[src/rtl/instruction_fetch_pkg.sv]
// Shared definitions for the instruction fetch unit: FSM state encoding,
// RISC-V opcode constants, instruction width and immediate decoders used by
// the optional static branch predictor (enabled with BRANCH_PREDICT_EN).
// Queue entry layout, MSB to LSB: {predTaken, pc, instr}.
package instruction_fetch_pkg;

   localparam int INSTR_W = 32;

   localparam logic [6:0] OPCODE_JAL    = 7'b1101111;
   localparam logic [6:0] OPCODE_BRANCH = 7'b1100011;

   typedef enum logic {
      ST_IDLE = 1'b0,
      ST_WAIT = 1'b1
   } fetch_state_t;

   // J-type immediate, sign-extended to 32 bits
   function automatic logic signed [31:0] j_imm(input logic [31:0] instr);
      return {{11{instr[31]}}, instr[31], instr[19:12], instr[20], instr[30:21], 1'b0};
   endfunction

   // B-type immediate, sign-extended to 32 bits
   function automatic logic signed [31:0] b_imm(input logic [31:0] instr);
      return {{19{instr[31]}}, instr[31], instr[7], instr[30:25], instr[11:8], 1'b0};
   endfunction

endpackage

[src/rtl/instruction_fetch_queue.sv]
// Circular FIFO holding fetched instruction entries between the ICache and
// the decoder. Head/tail pointers wrap naturally; the count is one bit wider
// so that full and empty are distinguishable. Clear is synchronous and wins
// over any same-cycle enqueue or dequeue. Storage itself is not reset; the
// head output is forced to zero whenever the queue is empty.
module fetch_queue
   import instruction_fetch_pkg::*;
#(
   parameter int DATA_W      = 1 + 17 + INSTR_W,
   parameter int QUEUE_WIDTH = 3
) (
   input  logic                   clkIn,
   input  logic                   resetIn,
   input  logic                   clearIn,
   input  logic                   enqIn,
   input  logic [DATA_W-1:0]      enqData,
   input  logic                   deqIn,
   output logic                   validOut,
   output logic [DATA_W-1:0]      headData,
   output logic [QUEUE_WIDTH:0]   countOut
);

   localparam int DEPTH = 2 ** QUEUE_WIDTH;

   logic [DATA_W-1:0]      r_mem [DEPTH];
   logic [QUEUE_WIDTH-1:0] r_head;
   logic [QUEUE_WIDTH-1:0] r_tail;
   logic [QUEUE_WIDTH:0]   r_count;
   logic                   w_deq;
   logic                   w_empty;

   assign w_empty  = (r_count == '0);
   assign w_deq    = deqIn && !w_empty;
   assign validOut = !w_empty;
   assign headData = w_empty ? '0 : r_mem[r_head];
   assign countOut = r_count;

   // Entry storage: written at the tail on enqueue, no reset needed
   always_ff @(posedge clkIn) begin
      if (enqIn) begin
         r_mem[r_tail] <= enqData;
      end
   end

   // Pointer and occupancy bookkeeping; clear empties the queue
   always_ff @(posedge clkIn) begin
      if (resetIn || clearIn) begin
         r_head  <= '0;
         r_tail  <= '0;
         r_count <= '0;
      end else begin
         if (enqIn) begin
            r_tail <= r_tail + 1'b1;
         end
         if (w_deq) begin
            r_head <= r_head + 1'b1;
         end
         r_count <= r_count + {{QUEUE_WIDTH{1'b0}}, enqIn} - {{QUEUE_WIDTH{1'b0}}, w_deq};
      end
   end

endmodule

[src/rtl/instruction_fetch.sv]
// Instruction fetch unit: owns the PC, issues one ICache request at a time,
// buffers responses in fetch_queue and presents them in order to the decoder.
// A flush redirects the PC and empties the queue; a request already in flight
// cannot be cancelled, so its response is discarded when it arrives.
// Optional feature macro: BRANCH_PREDICT_EN (static prediction of JAL and
// backward conditional branches). Without it the PC always advances by 4
// and predTakenOut is always 0.
module instruction_fetch
   import instruction_fetch_pkg::*;
#(
   parameter int ADDR_WIDTH  = 17,
   parameter int QUEUE_WIDTH = 3,
   parameter int RESET_PC    = 0
) (
   input  logic                  clkIn,
   input  logic                  resetIn,
   input  logic                  cacheInstrValid,
   input  logic [INSTR_W-1:0]    cacheInstr,
   output logic                  fetchValid,
   output logic [ADDR_WIDTH-1:0] fetchAddr,
   input  logic                  flushIn,
   input  logic [ADDR_WIDTH-1:0] flushPcIn,
   input  logic                  instrReady,
   output logic                  instrValid,
   output logic [INSTR_W-1:0]    instrOut,
   output logic [ADDR_WIDTH-1:0] instrPcOut,
   output logic                  predTakenOut
);

   localparam int                   ENTRY_W    = 1 + ADDR_WIDTH + INSTR_W;
   localparam logic [QUEUE_WIDTH:0] DEPTH_CNT  = (QUEUE_WIDTH + 1)'(2 ** QUEUE_WIDTH);
   localparam logic [ADDR_WIDTH-1:0] RESET_PC_A = ADDR_WIDTH'(RESET_PC);

   fetch_state_t           r_state;
   logic [ADDR_WIDTH-1:0]  r_pc;
   logic                   r_discard;
   logic                   r_fetchValid;
   logic [ADDR_WIDTH-1:0]  r_fetchAddr;

   logic                   w_enq;
   logic                   w_deq;
   logic [ENTRY_W-1:0]     w_enqData;
   logic [ENTRY_W-1:0]     w_headData;
   logic [QUEUE_WIDTH:0]   w_count;
   logic                   w_qValid;
   logic [ADDR_WIDTH-1:0]  w_pcInc;
   logic [ADDR_WIDTH-1:0]  w_nextPc;
   logic                   w_predTaken;

   assign w_pcInc = r_pc + ADDR_WIDTH'(4);

`ifdef BRANCH_PREDICT_EN
   logic signed [31:0] w_jImm;
   logic signed [31:0] w_bImm;
   logic [31:0]        w_jSum;
   logic [31:0]        w_bSum;

   assign w_jImm = j_imm(cacheInstr);
   assign w_bImm = b_imm(cacheInstr);
   assign w_jSum = 32'(r_pc) + w_jImm;
   assign w_bSum = 32'(r_pc) + w_bImm;

   // Static prediction: JAL always taken, backward conditional branch taken
   always_comb begin
      w_nextPc    = w_pcInc;
      w_predTaken = 1'b0;
      if (cacheInstr[6:0] == OPCODE_JAL) begin
         w_nextPc    = {w_jSum[ADDR_WIDTH-1:2], 2'b00};
         w_predTaken = 1'b1;
      end else if (cacheInstr[6:0] == OPCODE_BRANCH && w_bImm[31]) begin
         w_nextPc    = {w_bSum[ADDR_WIDTH-1:2], 2'b00};
         w_predTaken = 1'b1;
      end
   end
`else
   assign w_nextPc    = w_pcInc;
   assign w_predTaken = 1'b0;
`endif

   // A response is kept only if it is not stale and no flush lands this cycle
   assign w_enq     = (r_state == ST_WAIT) && cacheInstrValid && !r_discard && !flushIn;
   assign w_deq     = w_qValid && instrReady && !flushIn;
   assign w_enqData = {w_predTaken, r_pc, cacheInstr};

   fetch_queue #(
      .DATA_W      (ENTRY_W),
      .QUEUE_WIDTH (QUEUE_WIDTH)
   ) u_queue (
      .clkIn    (clkIn),
      .resetIn  (resetIn),
      .clearIn  (flushIn),
      .enqIn    (w_enq),
      .enqData  (w_enqData),
      .deqIn    (w_deq),
      .validOut (w_qValid),
      .headData (w_headData),
      .countOut (w_count)
   );

   // Request FSM with PC, discard flag and registered ICache request outputs
   always_ff @(posedge clkIn) begin
      if (resetIn) begin
         r_state      <= ST_IDLE;
         r_pc         <= RESET_PC_A;
         r_discard    <= 1'b0;
         r_fetchValid <= 1'b0;
         r_fetchAddr  <= '0;
      end else begin
         case (r_state)
            ST_IDLE: begin
               if (flushIn) begin
                  r_pc <= flushPcIn;
               end else if (w_count < DEPTH_CNT) begin
                  r_state      <= ST_WAIT;
                  r_fetchValid <= 1'b1;
                  r_fetchAddr  <= r_pc;
               end
            end
            ST_WAIT: begin
               if (cacheInstrValid) begin
                  // Any response retires the outstanding request, stale or not
                  r_state      <= ST_IDLE;
                  r_fetchValid <= 1'b0;
                  r_discard    <= 1'b0;
                  if (flushIn) begin
                     r_pc <= flushPcIn;
                  end else if (!r_discard) begin
                     r_pc <= w_nextPc;
                  end
               end else if (flushIn) begin
                  r_discard <= 1'b1;
                  r_pc      <= flushPcIn;
               end
            end
         endcase
      end
   end

   assign fetchValid   = r_fetchValid;
   assign fetchAddr    = r_fetchAddr;
   assign instrValid   = w_qValid;
   assign instrOut     = w_headData[INSTR_W-1:0];
   assign instrPcOut   = w_headData[INSTR_W +: ADDR_WIDTH];
   assign predTakenOut = w_headData[ENTRY_W-1];

endmodule
[config.mk]
export PLATFORM = sky130hd
export DESIGN_NAME = instruction_fetch
export DESIGN_NICKNAME = d
export VERILOG_FILES = /design/src/rtl/instruction_fetch_pkg.sv /design/src/rtl/instruction_fetch_queue.sv /design/src/rtl/instruction_fetch.sv
export SDC_FILE = /design/constraint.sdc
export NUM_CORES = 1
export LEC_CHECK = 0
export BUFFER_PORTS_ARGS = -buffer_cell sky130_fd_sc_hd__buf_2
export CELL_PAD_IN_SITES_DETAIL_PLACEMENT = 1
export CELL_PAD_IN_SITES_GLOBAL_PLACEMENT = 1
export CORE_MARGIN = 3
export CORE_UTILIZATION = 40
export DETAILED_ROUTE_END_ITERATION = 8
export PLACE_DENSITY = 0.65
export SETUP_SLACK_MARGIN = 0.4
export SKIP_LAST_GASP = 1
export SYNTH_ARGS = -nofsm -noshare
export SYNTH_HDL_FRONTEND = slang
export SYNTH_HIERARCHICAL = 1
export SYNTH_SLANG_ARGS = --single-unit
[constraint.sdc]
create_clock -name clkIn -period 6.9 [get_ports clkIn]
set_input_delay 1.035 -clock clkIn [delete_from_list [all_inputs] [get_ports clkIn]]
set_output_delay 1.035 -clock clkIn [all_outputs]
set_load 0.01 [all_outputs]
-- Yosys cells after proc, flatten, opt, wreduce, memory -nomap -nowiden
Memories as Yosys holds them, arrays and structs flattened. A register that Yosys moved wholly into a read port is not among the register bits.
Index checks and enable logic that the tools add are counted.
- register bits after elaboration: 47
- RAM bits: 392
- bits of input ports: 54
- output and inout bits: 69
- word-level logic and storage cells: 56
- memories: 1
- $add $sub $neg: 5
- magnitude comparators: 1
- eq/ne operators: 4
- muxes and demuxes: 20
- bitwise operators: 2
- reduce and logical (&&, ||, !) cells: 15
- memories (memory ; depth ; bits a word ; rd ports ; clocked after memory_dff ; write ports ; RTL line ; text):
    u_queue.r_mem ; 8 ; 49 ; 1 ; 1 ; 1 ; instruction_fetch_queue.sv:25 ; logic [DATA_W-1:0] r_mem [DEPTH];
- operators with widths (kind ; number):
    $mux 17 ; 4
    $mux 50 ; 1
    $pmux 17 s2 ; 1
    $add 17x3->17 const B ; 1
    $mux 1 ; 10
    $add 3x1->3 const B ; 2
    $logic_and 1x1->1 ; 6
    $mux 3 ; 2
    $ne 2x2->1 const B ; 3
    $reduce_and 3->1 ; 2
    $add 4x1->4 ; 1
    $logic_not 4->1 ; 1
    $lt 4x4->1 const B ; 1
    $ne 4x4->1 const B ; 1
    $pmux 1 s2 ; 2
    $sub 4x1->4 ; 1
    $logic_not 1->1 ; 3
    $not 1->1 ; 2
    $reduce_and 2->1 ; 1
    $reduce_bool 2->1 ; 1
    $logic_or 1x1->1 ; 1

-- Logic depth before layout (Yosys ltp)
Gate-level depths: netlist of run 1.
- depth in word-level cells: 7
- gate-level depth with buffers: 11
- mapped depth without buffers: 11

-- By module
The synthesis of run 1 kept the hierarchy.
- modules (own cells, without submodules) (module ; instances ; cells an instance ; area an instance (µm²) ; sequential area each (µm²)):
    fetch_queue ; 1 ; 659 ; 15605.0 ; 12271.8
    instruction_fetch ; 1 ; 203 ; 1659.1 ; 740.7

-- Worst setup path before layout of run 1
No wires, ideal clock.
- kind: input to register
- from: in flushIn
- to: mem u_queue/r_mem[0][0] (netlist name), enable pin
- library setup time: 0.519 ns
- arrival: 5.379 ns
- data required time: 6.381 ns
- setup slack: 1.001 ns
- stages: 5
- buffers on the path: 2
- path through: buf_1 -> clkbuf_1 -> nor2_1 -> nand2b_1 -> nor3_1
- cells in the longest elaborated chain, start to end: 4
- ends and longest elaborated chain (item ; RTL line ; text):
    from (decl) ; instruction_fetch.sv:21 ; input logic flushIn,
    $logic_not 1->1 ; instruction_fetch.sv:81 ; assign w_enq = (r_state == ST_WAIT) && cacheInstrValid && !r_discard && !flushIn;
    $logic_and 1x1->1 ; instruction_fetch.sv:81 ;
    named net w_enq ; instruction_fetch.sv:40 ; logic w_enq;
    $mux 1 ; instruction_fetch_queue.sv:40 ; if (enqIn) begin
    $mux 1 (not written as such) ; instruction_fetch_queue.sv:41 ; r_mem[r_tail] <= enqData;
    to (decl) ; instruction_fetch_queue.sv:25 ;
The timed path passes the listed nets, and every way through them passes these cells.

==> results of run 1 <==
==> flip-flops by register name (all words and copies together) (netlist names), named ones only <==
signal / cells
r_state: 1
u_queue/r_mem: 400
r_discard: 1
r_pc: 17
fetchAddr: 17
fetchValid: 1
u_queue/r_tail: 3
u_queue/countOut: 4
u_queue/r_head: 3
==> synth_stat cells (all sizes together), types with 2 or more instances <==
cell type,instances,area (µm²)
inv,14,52.55
nand4,3,33.78
nand2b,6,37.54
nor2,25,93.84
clkbuf,19,71.32
nand3,4,20.02
a2111oi,3,26.28
a211oi,5,37.54
mux2i,5,50.05
ha,7,87.58
mux4,100,2252
o211a,2,20.02
a21oi,32,160.2
nand2,47,176.4
or2,2,12.51
and2,3,21.27
nor3,10,55.05
buf,27,222.7
a22o,50,437.9
dfxtp,50,1001
or3,6,38.79
a311oi,2,17.52
o31ai,3,22.52
nor4,4,25.02
xnor2,8,70.07
mux2,3,33.78
o21ai,7,35.03
xor2,2,17.52
edfxtp,400,12010
==> power by group through the flow <==
stage	Sequential (µW)	Combinational (µW)	Clock [µW]
2_1_floorplan	3060	50.0	0
3_3_place_gp	3070	107	0
3_5_place_dp	3080	110	0
4_1_cts	3020	110	2460
5_1_grt	3020	122	2570
6_report	3020	108	2380
==> worst register-to-register path, cell delays in order (launching register included) <==
cell and delay [ns]:
dfxtp_1 0.49, nand3b_1 0.52, nor2_1 0.60, nand2_1 0.33, nor2_4 1.01, buf_4 0.47
==> worst min path at each step <==
stage	start	to	slack (ns)	depth (start not counted)
2_1_floorplan	u_queue/r_head[2]	register	0.46	2
3_3_place_gp	fetchAddr[10]	fetchAddr[10]	0.44	2
4_1_cts	fetchAddr[0]	fetchAddr[0]	0.46	2
5_1_grt	fetchAddr[3]	fetchAddr[3]	0.48	2
3_5_place_dp	fetchAddr[12]	fetchAddr[12]	0.45	2
6_report	fetchAddr[0]	fetchAddr[0]	0.45	2
==> area by class of cell <==
class,instances,area (µm²)
Fill cell,3956,22370
Clock inverter,22,137.6
Multi-Input combinational cell,359,3994
Tap cell,577,721.9
Timing Repair Buffer,133,705.7
Clock buffer,65,1319
Sequential cell,450,13020
Inverter,14,52.55
==> per-stage QoR <==
step | util [%] | worst slack (ns) | total power (µW)
after CTS | 47.14 | 2.563 | 5592
after floorplan | - | 1.001 | 3114
after global routing | 47.14 | 2.439 | 5716
final | 47.14 | 2.716 | 5507
after global placement | 43.70 | 2.567 | 3181
after detailed placement | 43.70 | 2.469 | 3185
==> cells by family (layout without fill, tap and decap cells) <==
| family | after synthesis | after routing |
|---|---|---|
| xor gates and xnor gates | 10 | 10 |
| DFF | 450 | 450 |
| other | 1 | 8 |
| and+or+nand+nor | 117 | 117 |
| buffers and inverters | 60 | 234 |
| AOI/OAI and AO/OA | 108 | 108 |
| muxes | 108 | 108 |
| adders and majority gates | 8 | 8 |
==> metal layers <==
metal | wire [µm] | up-vias | share of wire (%) | global-route usage, %
li1 | - | 3806 | - | -
met1 | 16250 | 4534 | 43 | 22.55
met2 | 18520 | 199 | 50 | 28.11
met3 | 1948 | 50 | 5.2 | 3.394
met4 | 671 | 0 | 1.8 | 4.649
met5 | 0 | - | 0 | 0
==> metrics.yaml, run 1 <==
setup_path:
  worstSetupStartpointType: "register"
  critPathCaptureType: "output pin"
  slowest_delay_ns: 1.04
  cp_slowest_cell: "dfxtp_4"
  worst-path-buf-inv: 2
  required_ns: 5.86
  reg2reg_slack_ns: 3.15
  rr_startpoint: "r_state"
  arrival_ns: 3.15
  rr_worst_depth: 5
  cp.depth: 4
  worst-path-max-fanout: 53
  cp_cell_sequence: "buf_12 > mux4_2 > a22o_1 > buf_2"
  r2r_end: "u_queue/r_mem[7][22]"
  path_delay_family: "flip-flops"
  path_class: "reg -> out"
  crit_end: "predTakenOut"
detailed_routing:
  vias: 8589
  postRouteAntennaNets: 0
  drtPass1Iterations: 4
  drt_iter0_markers: 514
  viasPerCell: 5.302
  wirelength_um: 37390
  drcViolationCount: 0
  wl_per_cell_um: 23.08
synth:
  synth-xor-area-share_pct: 0.5073
  synthDistinctLibCells: 50
  synth_fa_ha_area_share_pct: 0.6233
  ys_warn_count: 6
  syn_area_mm2: 0.01726
  synthMuxAreaShare_pct: 13.53
  yosys.area_share.simple_pct: 3.363
  synth-main-ff-cell: "edfxtp_1"
  synthArstFlopShare_pct: 0
  ys_ff_latch: 450
  postSynthAreaPerCell_um2: 20.03
  synth_top_family_by_area: "multiplexers"
  synth-edff-count: 400
  synth_compound_area_share_pct: 4.573
  synth_seq_area_share_pct: 75.37
  synthCells: 862
power:
  powerDensity_mw_per_mm2: 276.1
  p_comb_share_pct: 2.0
  switching_power_uw: 1110
  p_seq_share_pct: 54.8
  p_sw_share_pct: 20.16
  clock_power_share_pct: 43.3
  ir_drop_uv: 186.1
  power.internal_uw: 4397
  p_leak_uw: 0.006492
grt:
  gr-total-overflow: 0
  track_usage_pct: 16.77
  grt_pass1_wl_um: 57210
  grt_pass1_vias: 9367
  antenna_found_initial: 0
  grt_max_degree: 60
finish:
  final_nets: 1067
  n_antenna_cell: 0
  layout_common_cells: "edfxtp_1 (400), buf_2 (122), mux4_2 (100)"
  final_common_cell: "edfxtp_1"
  fin_cells: 1620
  drive_gt1_share_pct: 31.26
  fin_area_mm2: 0.01995
  area_delta_synth_final_pct: 15.56
sta:
  fmaxAchievable_mhz: 239.0
  worstMarginPinSlew_ns: 1.222
  fin_worst_skew_ns: 0.01058
  layout_worst_path_cycle_share_pct: 60.64
  maxSlewViolCount: 0
  whs_ns: 0.4536
  tns_ns: 0
  rsz0062_at_grt: "no"
  hold_viol: 0
  maxSlewHeadroom_pct: 18.32
  min_period_ns: 4.184
  finalSetupViolations: 0
cts:
  cts_hold_buf: 0
  cts_max_path_buffers: 3
  post-cts-setup-buffers: 0
  htree_levels: 2
  cts_resized: 0
  root_buffer: "clkbuf_16"
  clkTransAtPathRegs_ns: 0.06
  cts_tree: "done"
  clock_sinks: 450
  cts_buffers: 47
  clk_latency_ns: 0.56
run:
  drv_cap: 0
floorplan:
  die_h_um: 213.8
  die_area_mm2: 0.04569
  ioPinCount: 123
  fp.dieW_um: 213.8
  rows: 75
  core-area_mm2: 0.04232
  start_util_pct: 40.79
place:
  place_inst: 1533
  placed_cell_area_mm2: 0.01849
  place_hpwl_um: 20770
  place_congestion: 0.6958
  placement.io_buffers: 122
run_status:
  status: "completed"
worst_hold_path:
  hp-class: "reg -> reg"
No activity file was read; power rests on OpenSTA's default activity.
==> inputs of run 2 (changes only) <==
--- a/config.mk
+++ b/config.mk
@@ -5,13 +5,14 @@
 export SDC_FILE = /design/constraint.sdc
 export NUM_CORES = 1
 export LEC_CHECK = 0
+export ABC_AREA = 1
 export BUFFER_PORTS_ARGS = -buffer_cell sky130_fd_sc_hd__buf_2
 export CELL_PAD_IN_SITES_DETAIL_PLACEMENT = 1
 export CELL_PAD_IN_SITES_GLOBAL_PLACEMENT = 1
 export CORE_MARGIN = 3
 export CORE_UTILIZATION = 40
 export DETAILED_ROUTE_END_ITERATION = 8
-export PLACE_DENSITY = 0.65
+export PLACE_DENSITY = 0.71
 export SETUP_SLACK_MARGIN = 0.4
 export SKIP_LAST_GASP = 1
 export SYNTH_ARGS = -nofsm -noshare
==> constraint.sdc (replaced) <==
create_clock -name clkIn -period 3.9 [get_ports clkIn]
set_input_delay 0.585 -clock clkIn [delete_from_list [all_inputs] [get_ports clkIn]]
set_output_delay 0.585 -clock clkIn [all_outputs]
set_load 0.01 [all_outputs]
==> run 2 against run 1 <==
Worst setup slack lost 2.1 ns. Final area increased by 15%. Global-route usage grew 3.3 points. Sequential power grew 77%. Via count rose by 66%. Combinational power is 150% higher. Sequential cell count unchanged. Critical path depth increased by 4. Die area grew 15%.
==> metrics.yaml, run 2 <==
cts:
  root_buffer: "clkbuf_16"  # unchanged
  cts_resized: 0  # unchanged
  htree_levels: 2  # unchanged
  cts_tree: "done"  # unchanged
  cts_buffers: 48  # was 47
  clkTransAtPathRegs_ns: 0.06  # about the same
  clock_sinks: 450  # unchanged
  cts_hold_buf: 0  # unchanged
  clk_latency_ns: 0.58  # was 0.56 ns
  post-cts-setup-buffers: 0  # unchanged
  cts_max_path_buffers: 3  # unchanged
setup_path:
  rr_startpoint: "u_queue/countOut[3]"  # was r_state
  arrival_ns: 2.69  # was 3.15 ns
  required_ns: 3.31  # was 5.86 ns
  path_class: "reg -> out"  # unchanged
  critPathCaptureType: "output pin"  # unchanged
  worst-path-max-fanout: 29  # was 53
  rr_worst_depth: 14  # was 5
  reg2reg_slack_ns: 1.12  # was 3.15 ns
  worstSetupStartpointType: "register"  # unchanged
  r2r_end: "u_queue/countOut[1]"  # was u_queue/r_mem[7][22]
grt:
  grt_pass1_wl_um: 83850  # was 57210 µm
  grtUsageMet2_pct: 36.41  # was 28.11%
  track_usage_pct: 20.06  # was 16.77%
  antenna_found_initial: 0  # unchanged
  busiest_layer: "met2"  # unchanged
  gr-total-overflow: 0  # unchanged
  use_met3_pct: 2.948  # was 3.394%
  grt_max_degree: 201  # was 60
  met1_usage_pct: 24.17  # was 22.55%
  grt_pass1_vias: 15497  # was 9367
power:
  p_sw_share_pct: 20.74  # was 20.16%
  p_seq_share_pct: 53.0  # was 54.8%
  powerDensity_mw_per_mm2: 441.6  # was 276.1 mW/mm²
  p_leak_uw: 0.009983  # was 0.006492 µW
  power.internal_uw: 8004  # was 4397 µW
  clock_power_share_pct: 44.3  # was 43.3%
  p_comb_share_pct: 2.6  # was 2.0%
  ir_drop_uv: 293.1  # was 186.1 µV
  finalPower_uw: 10100  # was 5507 µW
  switching_power_uw: 2094  # was 1110 µW
floorplan:
  fp.dieW_um: 229.0  # was 213.8 µm
  ioPinCount: 123  # unchanged
  start_util_pct: 40.56  # was 40.79%
  die_h_um: 229.0  # was 213.8 µm
  rows: 81  # was 75
  die_area_mm2: 0.05245  # was 0.04569 mm²
  core-area_mm2: 0.04905  # was 0.04232 mm²
detailed_routing:
  vias: 14288  # was 8589
  viasPerCell: 4.910  # was 5.302
  drcViolationCount: 0  # unchanged
  drtPass1Iterations: 5  # was 4
  wl_per_cell_um: 18.19  # was 23.08 µm
  wirelength_um: 52950  # was 37390 µm
  drt_iter0_markers: 645  # was 514
  postRouteAntennaNets: 0  # unchanged
sta:
  whs_ns: 0.2343  # was 0.4536 ns
  hold_viol: 0  # unchanged
  finalSetupViolations: 0  # unchanged
  rsz0062_at_grt: "no"  # unchanged
  layout_worst_path_cycle_share_pct: 83.89
  fmaxAchievable_mhz: 305.6
  maxSlewHeadroom_pct: 27.86  # was 18.32%
  worstMarginPinSlew_ns: 1.082  # was 1.222 ns
  maxSlewViolCount: 0  # unchanged
  fin_worst_skew_ns: 0.02559  # was 0.01058 ns
  min_period_ns: 3.272
finish:
  final_nets: 2274  # was 1067
  area_delta_synth_final_pct: 14.94  # was 15.56%
  fin_cells: 2910  # was 1620
  fin_area_mm2: 0.02287  # was 0.01995 mm²
  drive_gt1_share_pct: 11.09  # was 31.26%
  nFillCells: 5649  # was 3956
  largest_reg_flops: 400  # unchanged
  layout_common_cells: "nand2_1 (568), inv_1 (435), edfxtp_1 (400)"  # was edfxtp_1 (400), buf_2 (122), mux4_2 (100)
  final_common_cell: "nand2_1"  # was edfxtp_1
  n_antenna_cell: 0  # unchanged
  regMostFlops: "u_queue/r_mem"  # unchanged
place:
  placed_cell_area_mm2: 0.02135  # was 0.01849 mm²
  placement.io_buffers: 122  # unchanged
  place_hpwl_um: 30800  # was 20770 µm
  place_congestion: 0.7876  # was 0.6958
  place_inst: 2826  # was 1533
synth:
  synth-main-ff-cell: "edfxtp_1"  # unchanged
  yosys-top-cells-area: "edfxtp_1 (60%), nand2_1 (11%), inv_1 (8.2%)"  # was edfxtp_1 (70%), mux4_2 (13%), dfxtp_1 (5.8%)
  syn_area_mm2: 0.01990  # was 0.01726 mm²
  synth-edff-count: 400  # unchanged
  yosysMostFrequentCell: "nand2_1"  # was edfxtp_1
  yosys-top-cells-count: "nand2_1 (568), inv_1 (435), edfxtp_1 (400), nand3_1 (267), nor2_1 (172)"  # was edfxtp_1 (400), mux4_2 (100), a22o_1 (50), dfxtp_1 (50), nand2_1 (47)
  ys_ff_latch: 450  # unchanged
  postSynthAreaPerCell_um2: 9.488  # was 20.03 µm²
  synth_seq_area_share_pct: 65.40  # was 75.37%
  synthCells: 2097  # was 862
  synthDistinctLibCells: 32  # was 50
  yosysTopAreaCell: "edfxtp_1"  # unchanged
  synth_top_area_share_pct: 60.37  # was 69.58%
  synthArstFlopShare_pct: 0  # unchanged
  ys_warn_count: 6  # unchanged
run_status:
  status: "completed"  # unchanged
run:
  drv_cap: 0  # unchanged
worst_hold_path:
  hp-class: "in -> reg"  # was reg -> reg
  whs_path_depth: 3  # was 2
  hold_start: "flushPcIn[1]"  # was fetchAddr[0]
  hold_path_end: "r_pc[1]"  # was fetchAddr[0]
-- run 2: cell types whose count changed in the layout (fill, tap and decap cells not counted), moves of 6 or more --
cell / previous run / this run
nand2_1: 47 / 568
buf_4: 10 / 21
inv_1: 13 / 435
a22o_1: 50 / 0
nand3_1: 4 / 266
o21ai_0: 7 / 32
xnor2_1: 8 / 1
mux4_2: 100 / 0
buf_12: 1 / 9
nor2_1: 18 / 164
nand2b_1: 6 / 0
-- run 2: how the worst max path moves through the flow --
stage / startpoint / to / slack (ns)
after CTS: u_queue/countOut[3] / instrPcOut[15] / 0.56
final: u_queue/countOut[3] / instrPcOut[15] / 0.63
after detailed placement: cacheInstrValid / u_queue/r_mem[6][28] / 1.02
after floorplan: flushIn / u_queue/r_mem[0][0] / -0.35
after global routing: u_queue/countOut[3] / instrPcOut[15] / 0.44
after global placement: cacheInstrValid / u_queue/r_mem[6][28] / 1.04
-- run 2: layer usage --
| metal | routed length, µm | vias up |
|---|---|---|
| li1 | - | 6818 |
| met1 | 22270 | 7102 |
| met2 | 26870 | 280 |
| met3 | 2112 | 88 |
| met4 | 1696 | 0 |
| met5 | 0 | - |
-- run 2: critical path, cell delays in order (launching register included) --
cell	delay, ns
dfxtp_1	0.39
inv_1	0.06
ha_1	0.19
nand3_2	0.07
buf_4	0.34
buf_4	0.48
nand2_1	0.12
nor2_1	0.25
buf_2	0.20
-- run 2: metrics by stage --
stage | setup WS, ns | TNS, ns | utilization, %
2_1_floorplan | -0.3473 | -69.46 | -
3_3_place_gp | 1.044 | 0 | 43.52
3_5_place_dp | 1.024 | 0 | 43.52
4_1_cts | 0.5568 | 0 | 46.62
5_1_grt | 0.4377 | 0 | 46.62
6_report | 0.6281 | 0 | 46.62
-- run 2: logic make-up after synthesis --
family	Yosys count	synth area share [%]
AO/OA/AOI/OAI	80	2.195
AND/OR/NAND/NOR	1023	21.26
adder cells (fa/ha/maj)	8	0.5408
buffers and inverters	534	10.54
other	1	0.01885
XOR/XNOR	1	0.04403
flip-flops	450	65.40
-- run 2: power by group through the flow --
stage                     combinational [µW]  clock [µW]  sequential, µW
final                                    267        4470            5360
after global routing                     302        4760            5360
after CTS                                272        4590            5360
after detailed placement                 270           0            5460
after global placement                   260           0            5450
after floorplan                          127           0            5440
-- run 2: cell type report --
class	count	area, µm²	share of cell area (%)
Sequential cell	450	13020	56.95
Multi-Input combinational cell	1120	4882	21.35
Inverter	440	1660	7.260
Clock buffer	58	1260	5.510
Timing Repair Buffer	152	948.4	4.147
Tap cell	664	830.8	3.633
Clock inverter	26	262.8	1.149
